[config.mk]
export PLATFORM = sky130hd
export DESIGN_NAME = execute_memory_register
export DESIGN_NICKNAME = d
export VERILOG_FILES = /design/src/rtl/pipeline_pkg.sv /design/src/rtl/em_payload_reg.sv /design/src/rtl/execute_memory_register.sv
export SDC_FILE = /design/constraint.sdc
export NUM_CORES = 1
export LEC_CHECK = 0
export ABC_AREA = 0
export CAP_MARGIN = 20
export CORE_MARGIN = 2
export CORE_UTILIZATION = 30
export DETAILED_ROUTE_END_ITERATION = 8
export PLACE_DENSITY = 0.49
export SKIP_CTS_REPAIR_TIMING = 1
export SLEW_MARGIN = 30
export SYNTH_ARGS = -nofsm -noshare
export SYNTH_HDL_FRONTEND = slang
export SYNTH_SLANG_ARGS = --single-unit
[constraint.sdc]
create_clock -name clk -period 6.55 [get_ports clk]
set_input_delay 1.31 -clock clk [delete_from_list [all_inputs] [get_ports clk]]
set_output_delay 1.31 -clock clk [all_outputs]
set_load 0.03 [all_outputs]
[src/rtl/pipeline_pkg.sv]
// Shared types and default widths for the Execute/Memory pipeline register.
package pipeline_pkg;

  localparam int DATA_W_DEF = 32;
  localparam int REG_W_DEF  = 4;

  // Occupancy is encoded directly in the state value (0, 1 or 2 entries).
  typedef enum logic [1:0] {
    EMPTY = 2'd0,
    ONE   = 2'd1,
    FULL  = 2'd2
  } em_state_t;

  // Default-width view of one slot, in the same bit order as the flat slot vector.
  typedef struct packed {
    logic                  wbs;
    logic                  wme;
    logic                  mm;
    logic [DATA_W_DEF-1:0] alu_result;
    logic [DATA_W_DEF-1:0] write_data;
    logic [REG_W_DEF-1:0]  rd;
  } em_payload_t;

endpackage

[src/rtl/em_payload_reg.sv]
// Enable-loaded payload register with asynchronous clear; one instance per slot.
module em_payload_reg
  import pipeline_pkg::*;
#(
  parameter int W = $bits(em_payload_t)
) (
  input  logic         clk,
  input  logic         rst,
  input  logic         en,
  input  logic [W-1:0] d,
  output logic [W-1:0] q
);

  // Load on enable, clear on reset.
  always_ff @(posedge clk or posedge rst) begin
    if (rst)     q <= '0;
    else if (en) q <= d;
  end

endmodule

[src/rtl/execute_memory_register.sv]
// Execute->Memory pipeline register: 2-entry skid buffer so in_ready is a pure
// function of the state flop and never of out_ready.
module execute_memory_register
  import pipeline_pkg::*;
#(
  parameter int DATA_W = DATA_W_DEF,
  parameter int REG_W  = REG_W_DEF
) (
  input  logic              clk,
  input  logic              rst,
  input  logic              flush,
  input  logic              in_valid,
  output logic              in_ready,
  input  logic              wbs_in,
  input  logic              wme_in,
  input  logic              mm_in,
  input  logic [DATA_W-1:0] alu_result_in,
  input  logic [DATA_W-1:0] write_data_in,
  input  logic [REG_W-1:0]  rd_in,
  output logic              out_valid,
  input  logic              out_ready,
  output logic              wbs_out,
  output logic              wme_out,
  output logic              mm_out,
  output logic [DATA_W-1:0] alu_result_out,
  output logic [DATA_W-1:0] write_data_out,
  output logic [REG_W-1:0]  rd_out,
  output logic [1:0]        occupancy
);

  localparam int PW = 3 + 2*DATA_W + REG_W;

  em_state_t       state;
  logic [PW-1:0]   in_pay, main_d, main_q, skid_q;
  logic            accept, consume, main_en, skid_en;
  logic            main_wbs, main_wme;

  assign in_pay    = {wbs_in, wme_in, mm_in, alu_result_in, write_data_in, rd_in};
  assign in_ready  = (state != FULL);
  assign out_valid = (state != EMPTY);
  assign occupancy = state;
  assign accept    = in_valid & in_ready;
  assign consume   = out_valid & out_ready;

  // Slot load control: main refills from skid when draining FULL, otherwise from input.
  always_comb begin
    main_d  = (state == FULL) ? skid_q : in_pay;
    main_en = 1'b0;
    skid_en = 1'b0;
    if (!flush) begin
      unique case (state)
        EMPTY:   main_en = accept;
        ONE: begin
          main_en = accept & consume;
          skid_en = accept & ~consume;
        end
        FULL:    main_en = consume;
        default: ;
      endcase
    end
  end

  // Occupancy state; flush overrides any accept/consume in the same cycle.
  always_ff @(posedge clk or posedge rst) begin
    if (rst)        state <= EMPTY;
    else if (flush) state <= EMPTY;
    else begin
      unique case (state)
        EMPTY:   if (accept) state <= ONE;
        ONE:     if (accept & ~consume) state <= FULL;
                 else if (~accept & consume) state <= EMPTY;
        FULL:    if (consume) state <= ONE;
        default: state <= EMPTY;
      endcase
    end
  end

  em_payload_reg #(.W(PW)) u_main (
    .clk (clk), .rst (rst), .en (main_en), .d (main_d), .q (main_q)
  );

  em_payload_reg #(.W(PW)) u_skid (
    .clk (clk), .rst (rst), .en (skid_en), .d (in_pay), .q (skid_q)
  );

  assign {main_wbs, main_wme, mm_out, alu_result_out, write_data_out, rd_out} = main_q;

  // Side-effecting controls are masked during bubbles so a stale slot cannot write.
  assign wbs_out = main_wbs & out_valid;
  assign wme_out = main_wme & out_valid;

endmodule

== Word level (Yosys, flattened, before mapping) ==
Index checks and enable logic that the tools add are counted.

* Flip-flop bits (word level): 144
* Bits of input ports: 76
* Output and inout port bits: 75
* Logic and storage cells: 32

* Eq/ne operators: 6
* Muxes and demuxes: 11
* Bitwise operators: 9
* Reductions and logical operators: 3

{| class="wikitable"
|+ Operators with widths
! operator !! count
|-
| $mux 71 || 1
|-
| $mux 2 || 5
|-
| $and 1x1->1 || 7
|-
| $ne 3x3->1 const B || 2
|-
| $pmux 2 s3 || 1
|-
| $ne 4x4->1 const B || 1
|-
| $mux 1 || 3
|-
| $pmux 1 s3 || 1
|-
| $reduce_and 3->1 || 1
|-
| $eq 2x1->1 const B || 1
|-
| $eq 2x2->1 const B || 1
|-
| $logic_not 2->1 || 1
|-
| $ne 2x2->1 const B || 1
|-
| $not 1->1 || 2
|-
| $reduce_bool 2->1 || 1
|}

== Depth between registers and ports, before layout ==
Gate-level depths: netlist of the first run.

* Depth after elaboration: 8
* Gate-level depth with buffers: 10
* Gate-level depth less buffers: 7

== Modules after synthesis ==
From an unflattened synthesis of the first run, not the netlist that was laid out.

* Cell total of the unflattened synthesis: 404
* Area total of the unflattened synthesis: 7,383.3 sq um

{| class="wikitable"
|+ Modules (own cells, without submodules)
! module !! times used !! cells each !! area an instance (sq um) !! sequential area each (sq um)
|-
| em_payload_reg || 2 || 151 || 2,994.1 || 1,776.7
|-
| execute_memory_register || 1 || 102 || 1,395.1 || 50.0
|}

== Worst setup path before layout of the first run ==
Ideal clock, no wire load.

* Kind: input to register
* Start point: input port out_ready
* End point: register u_skid.q[0]
* Setup time: 0.125 ns
* Arrival time: 2.677 ns
* Required time: 6.425 ns
* Path slack: 3.748 ns
* Stages: 7
* Path buffers: 2
* Path through: nor2b_1 -> inv_1 -> ha_1 -> nor4bb_1 -> clkbuf_1 -> buf_2 -> mux2_2

* Longest elaborated chain between the ends: 5

{| class="wikitable"
|+ RTL lines
! what !! line !! text
|-
| start, declared || execute_memory_register.sv:21 || <nowiki>input logic out_ready,</nowiki>
|-
| $and 1x1->1 || execute_memory_register.sv:43 || <nowiki>assign consume = out_valid & out_ready;</nowiki>
|-
| $not 1->1 || execute_memory_register.sv:55 || <nowiki>skid_en = accept & ~consume;</nowiki>
|-
| $and 1x1->1 || execute_memory_register.sv:55 ||
|-
| $mux 1 || execute_memory_register.sv:51 || <nowiki>unique case (state)</nowiki>
|-
| $mux 1 || execute_memory_register.sv:50 || <nowiki>if (!flush) begin</nowiki>
|-
| end signal, assigned || em_payload_reg.sv:16 || <nowiki>if (rst) q <= '0;</nowiki>
|-
| end signal, assigned || em_payload_reg.sv:17 || <nowiki>else if (en) q <= d;</nowiki>
|-
| end, declared || em_payload_reg.sv:11 || <nowiki>output logic [W-1:0] q</nowiki>
|}

Every way passes these cells.
A chain may end at the register's enable or synchronous reset.

== Final worst setup path of the first run ==
* Start point: input port out_ready
* End point: register u_main.q[23]

* Longest elaborated chain between the ends: 4

{| class="wikitable"
|+ RTL lines
! what !! line !! text
|-
| $and 1x1->1 * || execute_memory_register.sv:43 ||
|-
| $and 1x1->1 || execute_memory_register.sv:54 || <nowiki>main_en = accept & consume;</nowiki>
|-
| $pmux 1 s3 * || execute_memory_register.sv:51 ||
|-
| $mux 1 * || execute_memory_register.sv:50 ||
|-
| end signal, assigned || em_payload_reg.sv:16 ||
|-
| end signal, assigned || em_payload_reg.sv:17 ||
|-
| end, declared || em_payload_reg.sv:11 ||
|}

Every way passes the cells marked *; elsewhere a longest branch is shown, timed or not.

==> qor.yml, run 1 <==
status: "finished, final reports clean"
synthTopCellsByArea: "dfrtp_1 (53%), mux2_2 (35%), buf_4 (8.3%), buf_2 (1.0%), ha_1 (0.37%)"
syn_inst: 468
timing.fmax_mhz: 292
drt_wl_total_mm: 14.0
p_leak_uw: 0.00352
placed_area_sq_mm: 0.00808
setup-tns-final_ns: 0
antenna_found_initial: 0
critPathKind: "primary input to register"
avgViaCountPerCell: 4.50
seqCellArea_sq_mm: 0.00360
start_util: 0.303
grt_first_pass_wirelength_mm: 23.3
grt-ovfl-total: 0
syn_nets: 546
start_kind: "primary input"
final.min_clock_period_ns: 3.43
place_worst_setup_slack_ns: 2.36
clock_path_buffers: 2
final_cell_mix: "mux2_2 (213), clkdlybuf4s50_1 (150), dfrtp_1 (144), clkbuf_16 (17), inv_6 (6)"
layout_commonest_cell: "mux2_2"
h-tree-depth: 4
clk_pin_slew_ns: 0.06
place.gp.congestion: 0.642
grt_pass1_vias: 4344
port_buffers: 150
finalCritPeriodShare: 0.523
yosys_warnings: 0
final_core_util: 0.387
num_io_pins: 151
clock_skew_ns: 0.00951
arrival_ns: 3.72
postSynthAreaPerCell_sq_um: 14.5
drive_above_1_share: 0.449
ys_ff_latch: 144
slew_violations: 0
cts_tree: "built"
dr.pass1.iters: 4
diodes: 0
grt_usage: 0.126
synth.cell_area_sq_mm: 0.00679
std_cell_rows: 55
die_h_microns: 154
setup_viol: 0
multi_input_area_sq_mm: 0.00256
rsz0062_at_grt: "no"
yosysTopAreaCell: "dfrtp_1"
ir_worst_vdd_uv: 145
cts_sinks: 144
core_sq_mm: 0.0224
fin_ws_ns: 3.12
yosysUniqueCellTypes: 17
synth_top_cell_area_share: 0.531
drc_errors: 0
avgRoutedWirePerCell_microns: 16.5
fillers: 2117
die_w_microns: 154
dr.first_iter.drc_count: 95
grt_max_degree: 84
yosysSeqAreaShare: 0.531
vias: 3822
clock-root-buffer: "clkbuf_16"
nets: 629
cts_buffers: 17
power.density_mw_per_mm2: 354
maxSlewHeadroom: 0.450
clk_latency_ns: 0.42
end_kind: "register"
worst_pin_slew_ns: 0.825
crit_fanout: 53
hpwl_mm: 8.70
hold_violations: 0
critical_path_required_ns: 6.85
hp-class: "register to register"
ant_nets: 0
final_area_sq_mm: 0.00869
drv_cap: 0
synthToLayoutAreaGrowth_pct: 28.0
die-area_sq_mm: 0.0238
## worst paths after layout
kind | from | end | slack, ns | cells past startpoint
setup / recovery | out_ready | u_main.q[23] | 3.12 | 7
hold / removal | u_main.q[69] | u_main.q[69] | 0.50 | 1
setup reg to reg | occupancy[1] | u_main.q[23] | 3.77 | 7
hold reg to reg | u_main.q[69] | u_main.q[69] | 0.50 | 1
max in group asynchronous | rst | u_main.q[69] | 3.87 | 3
min in group asynchronous | rst | u_skid.q[1] | 1.41 | 2
## stage by stage
step                      std cells  power [uW]  hold slack [ns]
after CTS                       848        3130            0.503
after global routing            849        3240            0.519
final                           849        3070            0.498
after detailed placement        816        2130            0.489
after floorplan                 468        1920            0.473
after global placement          816        2100            0.483
## critical path, cell delays in order
cell and delay, ns:
clkdlybuf4s50_1 0.49, nor2b_1 0.20, ha_1 0.17, nand2b_1 0.08, o32ai_4 0.27, buf_4 0.74
mux2_2 0.42
## metal layers
layer,global-route usage,share of wire
met4,0.0357,0.011
met3,0.0415,0.052
met5,0,0
met1,0.150,0.43
met2,0.219,0.50
## cell usage after synthesis
| cell | instances |
|---|---|
| mux2i_1 | 1 |
| nor2b_1 | 3 |
| o22a_1 | 1 |
| and2_1 | 1 |
| o31ai_1 | 1 |
| buf_4 | 75 |
| mux2_2 | 213 |
| clkbuf_1 | 2 |
| nand2_1 | 1 |
| ha_1 | 2 |
| nor2_1 | 2 |
| nor4bb_1 | 1 |
| dfrtp_1 | 144 |
| o32ai_2 | 1 |
| buf_2 | 14 |
| inv_1 | 3 |
| nand2b_1 | 3 |
## logic make-up (layout without fill, tap and decap cells)
kind of cell             Yosys count  count (layout)  synth area share
AND/OR/NAND/NOR                   11              11           0.00959
buffers and inverters             94             190            0.0961
adder cells (fa/ha/maj)            2               2           0.00369
multiplexers                     214             214             0.355
AO/OA/AOI/OAI                      3               3           0.00479
flip-flops                       144             144             0.531
## power by group
group / switching (uW) / internal (uW)
Combinational: 383 / 441
Sequential: 130 / 1140
Clock: 398 / 578
Total: 910 / 2160
## final cells by class
class                   count  share of cell area
flip-flops and latches    144               0.415
multi-input cells         230               0.295
repair buffers            155               0.179
clock buffers              19              0.0510
well taps                 285              0.0410
clock inverters            13              0.0174
inverters                   3             0.00187
## registers in the layout, indices dropped and copies added, names as in the netlist
signal,count
u_main.q,71
occupancy,2
u_skid.q,71
(Power assumes the default switching activity.)
==> inputs of run 2 (changes only) <==
- PLACE_DENSITY: 0.49 -> 0.51
- clock period: 6.55 -> 2.9 ns (I/O delays scaled with it)
==> qor.yml, run 2 (synthesis gave the netlist of run 1 again) <==
status: "finished, final reports clean"
fillers: 2121
cpLargestDelayFamily: "buffers and inverters"
multi_input_area_sq_mm: 0.00256
dr.first_iter.drc_count: 96
dr.pass1.iters: 4
pwr-share-seq: 0.409
setup_viol: 0
hp-class: "register to register"
clock-root-buffer: "clkbuf_16"
crit_start: "occupancy[1]"
placed_area_sq_mm: 0.00820
start_util: 0.303
drv_cap: 0
drt_wl_total_mm: 14.0
grt-ovfl-total: 0
p_leak_uw: 0.00357
drc_errors: 0
hold_violations: 0
avgRoutedWirePerCell_microns: 16.4
ant_nets: 0
start_kind: "register"
swShare: 0.293
crit_chain: "nor2_1 -> buf_4 -> nor2b_1 -> clkdlybuf4s50_1"
hpwl_mm: 8.97
seqCellArea_sq_mm: 0.00360
crit_fanout: 6
die_w_microns: 154
clkPwrFrac: 0.323
num_io_pins: 151
antenna_found_initial: 0
die_h_microns: 154
die-area_sq_mm: 0.0238
grt_max_degree: 73
cts_tree: "built"
ir_worst_vdd_uv: 329
end_kind: "output port"
pwr-share-comb: 0.268
port_buffers: 150
vias: 3844
stdcell_count: 853
cpMaxStageDelayCell: "clkdlybuf4s50_1"
critical_path_required_ns: 2.32
setup-tns-final_ns: 0
clk_latency_ns: 0.42
fin_ws_ns: 0.234
avgViaCountPerCell: 4.51
diodes: 0
cts_sinks: 144
r2r_setup_slack_ns: 0.60
grt_usage: 0.125
finalCritPeriodShare: 0.919
slew_violations: 0
holdCritStartpoint: "u_skid.q[13]"
critPathBufInv: 2
core_sq_mm: 0.0224
grt_pass1_vias: 4221
layout_commonest_cell: "mux2_2"
worst_pin_slew_ns: 0.753
critical-path-max-stage-delay_ns: 0.70
std_cell_rows: 55
rsz0062_at_grt: "no"
numPlacedInstances: 822
power.density_mw_per_mm2: 798
timing.fmax_mhz: 375
p_sw_uw: 2050
clock_path_buffers: 2
h-tree-depth: 4
final_cell_mix: "mux2_2 (213), clkdlybuf4s50_1 (150), dfrtp_1 (144), clkbuf_16 (17), buf_12 (6)"
synthToLayoutAreaGrowth_pct: 29.6
p_total_uw: 7020
clock_skew_ns: 0.0113
cts_buffers: 17
place.gp.congestion: 0.688
arrival_ns: 2.09
drive_above_1_share: 0.454
nets: 634
critPathKind: "register to output port"
final.min_clock_period_ns: 2.67
p_int_uw: 4970
clk_pin_slew_ns: 0.06
final_area_sq_mm: 0.00880
grt_first_pass_wirelength_mm: 23.1
place_worst_setup_slack_ns: 0.257
maxSlewHeadroom: 0.498
r2r-start: "occupancy[1]"
[run 2: final timing paths]
kind | endpoint | cells after the start
min in group asynchronous | u_skid.q[22] | 2
setup / recovery | wbs_out | 4
setup reg to reg | u_skid.q[5] | 7
hold reg to reg | u_skid.q[13] | 1
hold / removal | u_skid.q[13] | 1
max in group asynchronous | u_skid.q[58] | 3
[run 2: metrics by stage]
stage / util / hold WS, ns
3_5_place_dp: 0.365 / 0.492
6_report: 0.392 / 0.501
2_1_floorplan: - / 0.473
4_1_cts: 0.392 / 0.506
5_1_grt: 0.392 / 0.513
3_3_place_gp: 0.365 / 0.485
[run 2: power by group through the flow]
stage | Combinational [uW] | Clock, uW | Sequential (uW)
after floorplan | 1510 | 0 | 2820
after global placement | 1880 | 0 | 2890
after detailed placement | 1910 | 0 | 2920
after CTS | 1920 | 2340 | 2880
after global routing | 2010 | 2450 | 2960
final | 1880 | 2260 | 2870
[run 2: layout make-up]
class | instances | share of cell area
Sequential cell | 144 | 0.410
Inverter | 3 | 0.00171
Clock inverter | 13 | 0.0185
Tap cell | 285 | 0.0405
Timing Repair Buffer | 160 | 0.188
Clock buffer | 18 | 0.0499
Multi-Input combinational cell | 230 | 0.292
[run 2: routing by layer]
layer | track usage | part of all wire | vias to the layer above
li1 | - | - | 1750
met5 | 0 | 0 | -
met3 | 0.0333 | 0.042 | 19
met1 | 0.151 | 0.44 | 1978
met2 | 0.211 | 0.50 | 97
met4 | 0.0529 | 0.018 | 0
[run 2: worst reg2reg max path, cell delays in order (launching register included)]
cell and delay [ns]:
dfrtp_1 0.49, nor2_1 0.25, nor2b_1 0.10, inv_1 0.07
ha_1 0.13, nor4bb_4 0.42, buf_12 0.30, mux2_2 0.42
==> inputs of run 3 (changes only) <==
- HOLD_SLACK_MARGIN: unset -> 0.05
==> results of run 3 <==
Same layout as run 2: the final DEF is identical, and so are final timing and power.
